File: config.mk
export PLATFORM = sky130hd
export DESIGN_NAME = pipeline_ctrl_flat
export DESIGN_NICKNAME = d
export VERILOG_FILES = /design/src/rtl/pipeline_ctrl_if.sv /design/src/rtl/pipeline_ctrl.sv /design/src/flat_wrapper.sv
export SDC_FILE = /design/constraint.sdc
export NUM_CORES = 1
export LEC_CHECK = 0
export CAP_MARGIN = 5
export CORE_AREA = 2 2 46 48
export CTS_BUF_LIST = sky130_fd_sc_hd__clkbuf_4 sky130_fd_sc_hd__clkbuf_8 sky130_fd_sc_hd__clkbuf_16
export CTS_CLUSTER_SIZE = 8
export DETAILED_ROUTE_END_ITERATION = 12
export DIE_AREA = 0 0 48 50
export PLACE_DENSITY = 0.86
export SLEW_MARGIN = 20
export SYNTH_ARGS = -nofsm -noshare
export SYNTH_HDL_FRONTEND = slang
export SYNTH_SLANG_ARGS = --single-unit
File: constraint.sdc
create_clock -name clk -period 1.8 [get_ports clk]
set_clock_uncertainty 0.2 [all_clocks]
set_input_delay 0.18 -clock clk [delete_from_list [all_inputs] [get_ports clk]]
set_output_delay 0.18 -clock clk [all_outputs]
set_load 0.01 [all_outputs]
File: src/rtl/pipeline_ctrl_if.sv
// -----------------------------------------------------------------------------
// pipeline_ctrl_if
// Handshake bundle between the hazard/debug sources and the pipeline control
// block.
//   master : drives debug_en, debug_step, mem_busy, load_use, branch_taken;
//            observes the control outputs and counters.
//   slave  : the pipeline_ctrl block itself (mirror of master).
// Parameters:
//   NREG  - number of pipeline registers (width of pipereg_we / pipereg_zero)
//   CNT_W - width of the performance counters
// -----------------------------------------------------------------------------
interface pipeline_ctrl_if #(
  parameter int NREG  = 4,
  parameter int CNT_W = 16
);
  logic             debug_en;
  logic             debug_step;
  logic             mem_busy;
  logic             load_use;
  logic             branch_taken;
  logic             cpu_en;
  logic             pc_write;
  logic [NREG-1:0]  pipereg_we;
  logic [NREG-1:0]  pipereg_zero;
  logic [CNT_W-1:0] stall_cnt;
  logic [CNT_W-1:0] flush_cnt;

  modport master (
    output debug_en, debug_step, mem_busy, load_use, branch_taken,
    input  cpu_en, pc_write, pipereg_we, pipereg_zero, stall_cnt, flush_cnt
  );

  modport slave (
    input  debug_en, debug_step, mem_busy, load_use, branch_taken,
    output cpu_en, pc_write, pipereg_we, pipereg_zero, stall_cnt, flush_cnt
  );
endinterface

File: src/rtl/pipeline_ctrl.sv
// -----------------------------------------------------------------------------
// pipeline_ctrl
// Stall / flush / single-step controller for an NREG-deep in-order pipeline.
// Ports:
//   clk  - single clock, rising edge
//   rst  - asynchronous, active-high reset
//   bus  - pipeline_ctrl_if.slave:
//            in : debug_en, debug_step (async button), mem_busy, load_use,
//                 branch_taken
//            out: cpu_en, pc_write, pipereg_we[NREG], pipereg_zero[NREG],
//                 stall_cnt, flush_cnt
// Parameters: NREG (3..8), BR_FLUSH (1..NREG-2), CNT_W.
// Optional feature: define PIPELINE_CTRL_PERF_EN to build the saturating
// stall/flush counters; otherwise both counters read as zero.
// -----------------------------------------------------------------------------
module pipeline_ctrl #(
  parameter int NREG     = 4,
  parameter int BR_FLUSH = 1,
  parameter int CNT_W    = 16
) (
  input  logic           clk,
  input  logic           rst,
  pipeline_ctrl_if.slave bus
);

  typedef enum logic [1:0] {RUN, HALT, STEP} state_t;

  state_t     state_q;
  logic       sync1_q, sync2_q, prev_q;
  logic       armed_q;
  logic [1:0] fill_q;
  logic       step_edge;
  logic       cpu_en;

  // The edge detector is only armed after the synchronizer has carried a real
  // low sample; fill_q marks when sync2_q holds a genuine post-reset sample.
  // This keeps a button already held through reset from counting as a press.
  assign step_edge = sync2_q & ~prev_q & armed_q;

  always_ff @(posedge clk or posedge rst) begin
    if (rst) begin
      state_q <= RUN;
      sync1_q <= 1'b0;
      sync2_q <= 1'b0;
      prev_q  <= 1'b0;
      armed_q <= 1'b0;
      fill_q  <= 2'b00;
    end else begin
      sync1_q <= bus.debug_step;
      sync2_q <= sync1_q;
      prev_q  <= sync2_q;
      fill_q  <= {fill_q[0], 1'b1};
      armed_q <= armed_q | (fill_q[1] & ~sync2_q);
      case (state_q)
        RUN:     if (bus.debug_en) state_q <= HALT;
        HALT: begin
          if (!bus.debug_en)  state_q <= RUN;
          else if (step_edge) state_q <= STEP;
        end
        STEP:    if (!bus.mem_busy) state_q <= HALT;
        default: state_q <= RUN;
      endcase
    end
  end

  assign cpu_en     = ((state_q == RUN) || (state_q == STEP)) && !rst;
  assign bus.cpu_en = cpu_en;

  // Priority rows: disabled, memory freeze, load-use bubble, branch flush, run.
  always_comb begin
    bus.pc_write     = 1'b0;
    bus.pipereg_we   = '0;
    bus.pipereg_zero = '0;
    if (rst) begin
      bus.pipereg_zero = '1;
    end else if (!cpu_en || bus.mem_busy) begin
      bus.pipereg_zero = '0;
    end else if (bus.load_use) begin
      bus.pipereg_we      = '1;
      bus.pipereg_we[0]   = 1'b0;
      bus.pipereg_zero[1] = 1'b1;
    end else if (bus.branch_taken) begin
      bus.pc_write   = 1'b1;
      bus.pipereg_we = '1;
      for (int i = 0; i < NREG; i++) begin
        bus.pipereg_zero[i] = (i < BR_FLUSH);
      end
    end else begin
      bus.pc_write   = 1'b1;
      bus.pipereg_we = '1;
    end
  end

`ifdef PIPELINE_CTRL_PERF_EN
  logic [CNT_W-1:0] stall_cnt_q, flush_cnt_q;
  logic             stall_ev, flush_ev;

  function automatic logic [CNT_W-1:0] sat_inc(input logic [CNT_W-1:0] v);
    return (&v) ? v : v + 1'b1;
  endfunction

  assign stall_ev = cpu_en && (bus.mem_busy || bus.load_use);
  assign flush_ev = cpu_en && !bus.mem_busy && !bus.load_use && bus.branch_taken;

  always_ff @(posedge clk or posedge rst) begin
    if (rst) begin
      stall_cnt_q <= '0;
      flush_cnt_q <= '0;
    end else begin
      if (stall_ev) stall_cnt_q <= sat_inc(stall_cnt_q);
      if (flush_ev) flush_cnt_q <= sat_inc(flush_cnt_q);
    end
  end

  assign bus.stall_cnt = stall_cnt_q;
  assign bus.flush_cnt = flush_cnt_q;
`else
  assign bus.stall_cnt = '0;
  assign bus.flush_cnt = '0;
`endif

endmodule

File: src/flat_wrapper.sv
// flat-port wrapper written by rule: the top's interface ports become plain ports
module pipeline_ctrl_flat 
#(
  parameter int NREG     = 4,
  parameter int BR_FLUSH = 1,
  parameter int CNT_W    = 16
)
  (clk, rst, bus_debug_en, bus_debug_step, bus_mem_busy, bus_load_use, bus_branch_taken, bus_cpu_en, bus_pc_write, bus_pipereg_we, bus_pipereg_zero, bus_stall_cnt, bus_flush_cnt);
  pipeline_ctrl_if #(.NREG(NREG), .CNT_W(CNT_W)) bus_i ();
  input  logic clk;
  input  logic rst;
  input wire logic [$bits(bus_i.debug_en)-1:0] bus_debug_en;
  input wire logic [$bits(bus_i.debug_step)-1:0] bus_debug_step;
  input wire logic [$bits(bus_i.mem_busy)-1:0] bus_mem_busy;
  input wire logic [$bits(bus_i.load_use)-1:0] bus_load_use;
  input wire logic [$bits(bus_i.branch_taken)-1:0] bus_branch_taken;
  output wire logic [$bits(bus_i.cpu_en)-1:0] bus_cpu_en;
  output wire logic [$bits(bus_i.pc_write)-1:0] bus_pc_write;
  output wire logic [$bits(bus_i.pipereg_we)-1:0] bus_pipereg_we;
  output wire logic [$bits(bus_i.pipereg_zero)-1:0] bus_pipereg_zero;
  output wire logic [$bits(bus_i.stall_cnt)-1:0] bus_stall_cnt;
  output wire logic [$bits(bus_i.flush_cnt)-1:0] bus_flush_cnt;
  assign bus_i.debug_en = bus_debug_en;
  assign bus_i.debug_step = bus_debug_step;
  assign bus_i.mem_busy = bus_mem_busy;
  assign bus_i.load_use = bus_load_use;
  assign bus_i.branch_taken = bus_branch_taken;
  assign bus_cpu_en = bus_i.cpu_en;
  assign bus_pc_write = bus_i.pc_write;
  assign bus_pipereg_we = bus_i.pipereg_we;
  assign bus_pipereg_zero = bus_i.pipereg_zero;
  assign bus_stall_cnt = bus_i.stall_cnt;
  assign bus_flush_cnt = bus_i.flush_cnt;
  pipeline_ctrl #(.NREG(NREG), .BR_FLUSH(BR_FLUSH), .CNT_W(CNT_W)) u_core (.clk(clk), .rst(rst), .bus(bus_i));
endmodule
==> flow_summary.json <==
{
  "synthCells": 65,
  "maxCapViolations": 0,
  "dp_hpwl_um": 799,
  "synth-warning-count": 0,
  "rsz0062_at_grt": "no",
  "area_growth_pct": 16.6,
  "ff_latch_area_sq_um": 201,
  "drc": 0,
  "num_vias": 375,
  "htreeDepth": 1,
  "postRouteAntennaNets": 0,
  "wl_per_cell_um": 8.08,
  "setup.worst_path.start": "bus_mem_busy",
  "drv_slew": 0,
  "clock_path_buffers": 2,
  "multiInputGateArea_sq_um": 239,
  "critPathKind": "in -> out",
  "antenna_found_initial": 0,
  "setup-violations-final": 0,
  "diodes": 0,
  "drive_gt1_share_pct": 15.7,
  "hold_class": "reg -> reg",
  "synth_area_sq_um": 604,
  "viasPerCell": 3.41,
  "r2r_start": "u_core.state_q[0]",
  "fin_crit_sh_pct": 96.7,
  "grt_use_met1_pct": 5.66,
  "synth_seq_cells": 8,
  "die_height_um": 50,
  "insertion_delay_ns": 0.24,
  "startpoint_type": "input port",
  "tns_ns": 0,
  "worstPathMaxFanout": 5,
  "fillers": 202,
  "grt_use_met2_pct": 15.6,
  "gr-usage-all-layers_pct": 8.51,
  "dpl.cell_count": 105,
  "avgSynthCellArea_sq_um": 9.30,
  "cts.sinks": 8,
  "dieArea_sq_um": 2400,
  "min-delay-start": "u_core.sync1_q",
  "pin_count": 49,
  "vdd_drop_max_v": 0.000396,
  "layout_min_cycle_time_ns": 1.74,
  "die_w_um": 48,
  "drt_wl_total_um": 889,
  "yosys.area.top_type": "buf_4",
  "rows": 16,
  "max_freq_mhz": 575,
  "hold_ws_ns": 0.151,
  "power_mw": 0.441,
  "drtPass1Iterations": 3,
  "start_util_pct": 31.8,
  "synth_top_area_share_pct": 46.0,
  "grt_pass1_vias": 349,
  "tritoncts": "done",
  "power_density_nw_per_um2": 626,
  "place.gp.congestion": 0.612,
  "worstPathArrival_ns": 1.36,
  "fin_nets": 92,
  "power.leakage_nw": 0.400,
  "grt_overflow": 0,
  "seq_area_frac_synth_pct": 33.1,
  "clk_pin_slew_worst_paths_ns": 0.05,
  "synth.distinct_cells": 15,
  "worstSetupEndpointType": "output port",
  "root_buffer": "clkbuf_4",
  "synthTopCellsByArea": "buf_4 46%, dfrtp_1 33%, and3b_1 2.9%",
  "instances_no_fill": 110,
  "status": "completed",
  "coreArea_sq_um": 1900,
  "numPortBuffers": 16,
  "grt_pass1_wl_um": 1370,
  "grt_max_degree": 9,
  "drt_iter0_drc": 1,
  "required_ns": 1.42,
  "met3_usage_pct": 7.33,
  "hold_viol": 0,
  "busiest_layer": "met2",
  "numCtsBuffers": 3
}
## per-stage QoR
step | setup WS (ns) | utilization (%) | area, sq um
4_1_cts | 0.0425 | 36.9 | 702
5_1_grt | 0.0194 | 37.0 | 704
6_report | 0.0595 | 37.0 | 704
3_3_place_gp | -0.159 | 34.7 | 659
3_5_place_dp | -0.251 | 34.7 | 659
2_1_floorplan | 0.244 | - | 721
## sequential cells by signal (all words and copies together) (netlist names)
signal / flops
u_core.fill_q: 2
u_core.sync2_q: 1
u_core.armed_q: 1
u_core.state_q: 2
u_core.prev_q: 1
u_core.sync1_q: 1
## synthesized netlist by cell type
library cell	count
a22o_1	1
conb_1	2
buf_4	37
a21o_1	1
and2_4	1
inv_1	4
nor2_1	3
o32ai_2	1
o31ai_1	1
dfrtp_1	8
and3b_1	2
nand2b_1	1
a31o_2	1
nor3_1	1
nor4_1	1
## final timing paths
| path | end | slack (ns) | cells after the start |
|---|---|---|---|
| setup / recovery | bus_pipereg_zero[0] | 0.06 | 4 |
| hold / removal | u_core.sync2_q | 0.15 | 0 |
| setup reg to reg | u_core.state_q[1] | 0.55 | 3 |
| hold reg to reg | u_core.sync2_q | 0.15 | 0 |
| max in group asynchronous | u_core.state_q[0] | 0.78 | 4 |
| min in group asynchronous | u_core.prev_q | 0.48 | 4 |
## cells by family after synthesis
group                  share of synthesized area [%]
other                                           1.24
AO/OA/AOI/OAI                                   8.08
buffers and inverters                           48.4
AND/OR/NAND/NOR                                 9.11
flip-flops                                      33.1
## cells in the final DEF, fill, tap and decap left out, types with 2 or more instances in the layout
cell type,count
conb_1,33
dlygate4sd2_1,8
clkdlybuf4s50_1,7
dfrtp_1,7
inv_1,4
buf_4,4
nor2_1,3
clkbuf_4,3
and3b_1,2
## area by class of cell
class	count	area share, %
multi-input cells	47	33.9
well taps	27	4.80
inverters	4	2.13
flip-flops and latches	8	28.6
clock buffers	3	3.20
repair buffers	21	27.4
## worst max-delay path, cell delays in order
cell and delay (ns):
clkdlybuf4s50_1 0.58, nor2_1 0.08, a31o_2 0.24, dlygate4sd2_1 0.28
## what timing repair did
item	CTS	global route
endpoints found under the setup margin	8	1
gates cloned	0	0
setup buffers	1	0
gates resized for setup	11	1
hold buffers	1	0
endpoints found under the hold margin	8	0
## layer usage
layer | vias up | wire [um]
li1 | 171 | -
met1 | 166 | 282
met2 | 38 | 445
met3 | 0 | 161
met4 | 0 | 0
met5 | - | 0
## where the power goes
part	total [mW]	internal, mW	leakage (nW)	switching [mW]
Sequential	0.199	0.191	0.0913	0.00796
Combinational	0.113	0.0481	0.295	0.0651
Clock	0.129	0.0758	0.0138	0.0531
Note: power is estimated with default switching activity, not from simulation.
